### src/rtl/axi_rd_arbiter.sv
// axi_rd_arbiter: round-robin arbiter that lets NUM_MST AXI4-lite read masters
// share one slave AR/R channel, one transaction at a time, with an optional
// read-response timeout that answers SLVERR and then absorbs the late beat.
module axi_rd_arbiter #(
  parameter  int NUM_MST = 2,
  parameter  int ADDR_W  = 32,
  parameter  int DATA_W  = 32,
  parameter  int TIMEOUT = 256,
  localparam int GW      = $clog2(NUM_MST)
) (
  input  logic                      clk,
  input  logic                      rst,
  input  logic [NUM_MST-1:0]        m_arvalid,
  input  logic [NUM_MST*ADDR_W-1:0] m_araddr,
  output logic [NUM_MST-1:0]        m_arready,
  output logic [NUM_MST-1:0]        m_rvalid,
  output logic [DATA_W-1:0]         m_rdata,
  output logic [1:0]                m_rresp,
  input  logic [NUM_MST-1:0]        m_rready,
  output logic                      s_arvalid,
  output logic [ADDR_W-1:0]         s_araddr,
  input  logic                      s_arready,
  input  logic                      s_rvalid,
  input  logic [DATA_W-1:0]         s_rdata,
  input  logic [1:0]                s_rresp,
  output logic                      s_rready,
  output logic [GW-1:0]             grant_idx,
  output logic                      busy
);

  localparam int TW = (TIMEOUT > 0) ? $clog2(TIMEOUT + 1) : 1;

  localparam logic [1:0] S_IDLE = 2'd0;
  localparam logic [1:0] S_ADDR = 2'd1;
  localparam logic [1:0] S_DATA = 2'd2;
  localparam logic [1:0] S_ERR  = 2'd3;

  logic [1:0]    r_state;
  logic [GW-1:0] r_rr_ptr;
  logic [GW-1:0] r_grant;
  logic [TW-1:0] r_tmo_cnt;
  logic          r_late_pending;

  logic              w_pick_found;
  logic [GW-1:0]     w_pick_idx;
  logic [GW-1:0]     w_next_ptr;
  logic              w_sel_arvalid;
  logic              w_sel_rready;
  logic [ADDR_W-1:0] w_sel_addr;
  logic              w_ar_hs;
  logic              w_r_hs;
  logic              w_tmo_hit;

  // Master index base+off folded back into 0..NUM_MST-1 (off < NUM_MST).
  function automatic logic [GW-1:0] wrapIdx(input int base, input int off);
    int s;
    s = base + off;
    if (s >= NUM_MST) s = s - NUM_MST;
    return GW'(s);
  endfunction

  assign w_next_ptr    = wrapIdx(int'(r_grant), 1);
  assign w_sel_arvalid = m_arvalid[r_grant];
  assign w_sel_rready  = m_rready[r_grant];
  assign w_sel_addr    = m_araddr[int'(r_grant)*ADDR_W +: ADDR_W];
  assign w_ar_hs       = (r_state == S_ADDR) && w_sel_arvalid && s_arready;
  assign w_r_hs        = (r_state == S_DATA) && s_rvalid && w_sel_rready;
  assign w_tmo_hit     = (TIMEOUT != 0) && (r_state == S_DATA) && !s_rvalid &&
                         (r_tmo_cnt == TW'(TIMEOUT - 1));
  assign grant_idx     = r_grant;
  assign busy          = (r_state != S_IDLE);

  // Round-robin search: first requesting master at or after r_rr_ptr, wrapping.
  always_comb begin
    w_pick_found = 1'b0;
    w_pick_idx   = '0;
    for (int k = 0; k < NUM_MST; k++) begin
      if (!w_pick_found && m_arvalid[wrapIdx(int'(r_rr_ptr), k)]) begin
        w_pick_found = 1'b1;
        w_pick_idx   = wrapIdx(int'(r_rr_ptr), k);
      end
    end
  end

  // Transaction sequencing, pointer rotation, timeout count and late-beat tracking.
  always_ff @(posedge clk) begin
    if (rst) begin
      r_state        <= S_IDLE;
      r_rr_ptr       <= '0;
      r_grant        <= '0;
      r_tmo_cnt      <= '0;
      r_late_pending <= 1'b0;
    end else begin
      if (r_late_pending && s_rvalid && s_rready) r_late_pending <= 1'b0;
      case (r_state)
        S_IDLE: begin
          if (!r_late_pending && w_pick_found) begin
            r_grant <= w_pick_idx;
            r_state <= S_ADDR;
          end
        end
        S_ADDR: begin
          if (w_ar_hs) begin
            r_state   <= S_DATA;
            r_tmo_cnt <= '0;
          end
        end
        S_DATA: begin
          if (w_r_hs) begin
            r_state  <= S_IDLE;
            r_rr_ptr <= w_next_ptr;
          end else if (w_tmo_hit) begin
            r_state <= S_ERR;
          end else if (!s_rvalid && (r_tmo_cnt != TW'(TIMEOUT))) begin
            r_tmo_cnt <= r_tmo_cnt + 1'b1;
          end
        end
        S_ERR: begin
          if (w_sel_rready) begin
            r_state        <= S_IDLE;
            r_rr_ptr       <= w_next_ptr;
            r_late_pending <= 1'b1;
          end
        end
        default: r_state <= S_IDLE;
      endcase
    end
  end

  // Channel steering: only the granted master ever sees or drives anything.
  always_comb begin
    m_arready = '0;
    m_rvalid  = '0;
    m_rdata   = '0;
    m_rresp   = '0;
    s_arvalid = 1'b0;
    s_araddr  = '0;
    s_rready  = 1'b1;
    case (r_state)
      S_ADDR: begin
        s_arvalid          = w_sel_arvalid;
        s_araddr           = w_sel_addr;
        m_arready[r_grant] = s_arready;
        s_rready           = 1'b0;
      end
      S_DATA: begin
        m_rvalid[r_grant] = s_rvalid;
        m_rdata           = s_rdata;
        m_rresp           = s_rresp;
        s_rready          = w_sel_rready;
      end
      S_ERR: begin
        m_rvalid[r_grant] = 1'b1;
        m_rresp           = 2'b10;
      end
      default: ;
    endcase
  end

endmodule

### config.mk
export PLATFORM = sky130hd
export DESIGN_NAME = axi_rd_arbiter
export DESIGN_NICKNAME = d
export VERILOG_FILES = /design/src/rtl/axi_rd_arbiter.sv
export SDC_FILE = /design/constraint.sdc
export NUM_CORES = 1
export LEC_CHECK = 0
export ABC_AREA = 1
export CELL_PAD_IN_SITES_DETAIL_PLACEMENT = 0
export CELL_PAD_IN_SITES_GLOBAL_PLACEMENT = 1
export CORE_MARGIN = 4
export CORE_UTILIZATION = 18
export DETAILED_ROUTE_END_ITERATION = 6
export PLACE_DENSITY_LB_ADDON = 0.2
export REMOVE_ABC_BUFFERS = 1
export SLEW_MARGIN = 40
export SYNTH_ARGS = -nofsm -noshare
export SYNTH_HDL_FRONTEND = slang
export SYNTH_SLANG_ARGS = --single-unit
### constraint.sdc
create_clock -name clk -period 4.71 [get_ports clk]
set_clock_uncertainty 0.15 [all_clocks]
set_input_delay 0.7065 -clock clk [delete_from_list [all_inputs] [get_ports clk]]
set_output_delay 0.7065 -clock clk [all_outputs]
set_load 0.005 [all_outputs]
==> key figures <==
Critical path
  – Setup CP Type: input pin to output pin
  – RR Endpoint: r_tmo_cnt[1]$_SDFFE_PP0P_
  – CP required: 3.85 ns
  – Crit path DAT: 2.15 ns
  – R2r startpoint: r_state[1]$_SDFFE_PP0P_
  – Worst Setup End Kind: output pin
  – Startpoint class of the critical path: input pin
  – Worst Reg-to-Reg Cells: 7
  – Crit-path max FO: 3
  – R2r setup slk: 2.37 ns

STA
  – Final setup viols: 0
  – RSZ-0062 raised after global routing: no
  – Final slew viol count: 0
  – Final hold vios: 0
  – Final Cycle Share: 63.9%
  – Setup ws final: 1.70 ns
  – Post-layout min period: 3.01 ns
  – Setup TNS: 0 ns
  – Pin slew with the least headroom to its limit: 0.754 ns
  – Fmax: 332 MHz
  – Slew margin rel.: 49.5%

Drt
  – Vias: 2552
  – Total Wirelength: 7.98 mm
  – Drc violations: 0
  – WL/cell: 12.5 um
  – DR pass1 iterations: 4
  – Detail Route Antenna Nets: 0
  – Drt initial violations: 118
  – DR vias/cell: 4.01

Yosys
  – Distinct cells, synth: 27
  – Fraction of the yosys area taken by sequential cells: 15.9%
  – Synth Flop Type: dfxtp_1
  – Number of flops mapped to enable cells by yosys: 0
  – Syn avg cell area: 5.15 um2
  – Synth Instances: 342
  – Ys async rst share: 0%
  – Largest cells by area after synthesis: nand2_1 24%, dfxtp_1 16%, a21oi_1 12%
  – Yosys top cell by area: nand2_1
  – Synth warnings: 0
  – FF+latch count, synth: 14
  – Synth top area share: 23.9%
  – Post-Syn Area: 0.00176 mm2

Clock tree
  – CTS Buf Count: 3
  – CTS tree: done
  – CTS resizes: 0
  – Clock transition at the registers of the reported paths: 0.06 ns
  – H-tree level count: 1
  – Clock root buffer: clkbuf_8
  – Hold buffer count at cts: 0
  – Post-CTS setup buffer count: 0
  – Worst-Skew Late Latency: 0.24 ns
  – Clk sinks: 14
  – Max clock buf depth: 2

Global route
  – Largest net degree at the start of global routing: 43
  – GRT Total Usage: 12.9%
  – Initial antenna violation count: 0
  – Global-route wire length before repair: 12.1 mm
  – Global route overflow: 0
  – Number of global-route vias before repair: 2406

Floorplanning
  – Die footprint: 0.0114 mm2
  – Chip Height: 107 um
  – Die Span X: 107 um
  – # IOs: 180
  – Core box area: 0.00937 mm2
  – Initial core utilization: 18.8%
  – Row count: 35

Power
  – Flop pwr share: 13.1%
  – Cell Pwr Density: 309 mW/mm2
  – Power share of the clock group: 8.7%
  – Comb power frac: 78.2%
  – Internal: 0.626 mW
  – Switch share: 44.8%
  – Lkg Pwr: 1.57 nW
  – Worst vdd ir: 0.000108 V
  – Net Switching: 0.509 mW

Placed design
  – Pre-CTS setup slack: 1.68 ns
  – Port buffer count: 179
  – GP Congestion: 0.796
  – Post-DP HPWL: 6.44 mm

Min path
  – Hold crit path type: register to register
  – WHS Path Cells: 2
  – Hold path endpoint: r_tmo_cnt[7]$_SDFFE_PP0P_
  – HP Start: r_tmo_cnt[7]$_SDFFE_PP0P_

Finish
  – Area Overhead vs Synth: 109%
  – Sequential Area: 280 um2
  – Diode count: 0
  – Multi-input gate area: 0.00118 mm2
  – Layout cells sized above 1: 6.10%
  – Most common library cell in the layout ignoring fill and taps: clkdlybuf4s50_1
  – Final nets: 619
  – Fillers: 1031
  – Most frequent cells in the layout: 179 x clkdlybuf4s50_1, 112 x nand2_1, 54 x nor2_1

Status
  – Status: completed

Job
  – Max cap viols: 0
[sequential cells by signal (all words and copies together) (netlist names)]
register        count
r_late_pending      1
r_state             2
r_tmo_cnt           9
r_rr_ptr            1
grant_idx           1
[worst max-delay path by stage]
stage | cells past startpoint | from | endpoint | slack, ns
after global routing | 5 | r_state[1]$_SDFFE_PP0P_ | m_rvalid[0] | 1.48
after CTS | 5 | r_state[1]$_SDFFE_PP0P_ | m_rvalid[1] | 1.66
after floorplan | 5 | grant_idx$_SDFFE_PP0P_ | s_rready | 2.05
final | 6 | s_rvalid | m_rvalid[1] | 1.70
after detailed placement | 6 | s_rvalid | m_rvalid[1] | 1.68
after global placement | 6 | s_rvalid | m_rvalid[1] | 1.69
[synthesized netlist by cell type (2+ instances only)]
| cell | n |
|---|---|
| nand2_1 | 112 |
| nor2_1 | 54 |
| inv_1 | 51 |
| a21oi_1 | 43 |
| dfxtp_1 | 14 |
| nand3_2 | 9 |
| clkbuf_1 | 8 |
| nand3_1 | 7 |
| inv_2 | 5 |
| buf_2 | 4 |
| nand2_2 | 4 |
| nor3_1 | 4 |
| o21ai_0 | 4 |
| buf_1 | 3 |
| ha_1 | 3 |
| nor2_2 | 3 |
| a21oi_2 | 2 |
| buf_6 | 2 |
| o21ai_1 | 2 |
[power by group through the flow]
stage	Combinational, mW	Clock (mW)	Sequential (mW)
finish	0.888	0.0989	0.148
detailed placement	0.904	0	0.151
global placement	0.907	0	0.151
global route	0.984	0.108	0.151
floorplan	0.367	0	0.171
CTS	0.909	0.103	0.149
[metrics by stage]
step                power, mW  util [%]  std cells  area (um2)  hold slack (ns)
finish                   1.13      39.3        637        3680            0.333
global route             1.24      39.3        637        3680            0.369
CTS                      1.16      39.3        637        3680            0.337
detailed placement       1.06      38.8        634        3640            0.328
global placement         1.06      38.8        634        3640            0.325
floorplan               0.538         -        324        1670            0.298
[worst max-delay path: stages]
cell and delay, ns:
clkdlybuf4s50_1 0.48, inv_1 0.09, nor2_2 0.18, nor2_1 0.10, nor2_1 0.09, clkdlybuf4s50_1 0.51
[cells by family after synthesis]
logic type | count (synthesis) | synth area share, %
DFF | 14 | 15.9
buffers and inverters | 74 | 17.1
adders and majority gates | 3 | 2.13
xor gates and xnor gates | 2 | 0.995
AOI/OAI and AO/OA | 52 | 15.4
and+or+nand+nor | 197 | 48.5
[routing by layer]
metal | GRT usage, % | routed length (um) | vias up
met1 | 15.7 | 3370 | 1106
met5 | 0 | 0 | -
met4 | 2.74 | 54 | 0
li1 | - | - | 1364
met2 | 23.7 | 4070 | 80
met3 | 2.11 | 486 | 2
[area by class of cell]
class,count,share of cell area (%)
sequential,14,7.62
timing repair buffer,181,49.1
clock buffer,3,1.12
tap,129,4.39
multi-input combinational,254,32.0
inverter,56,5.71
No activity file was read; power rests on OpenSTA's default activity.
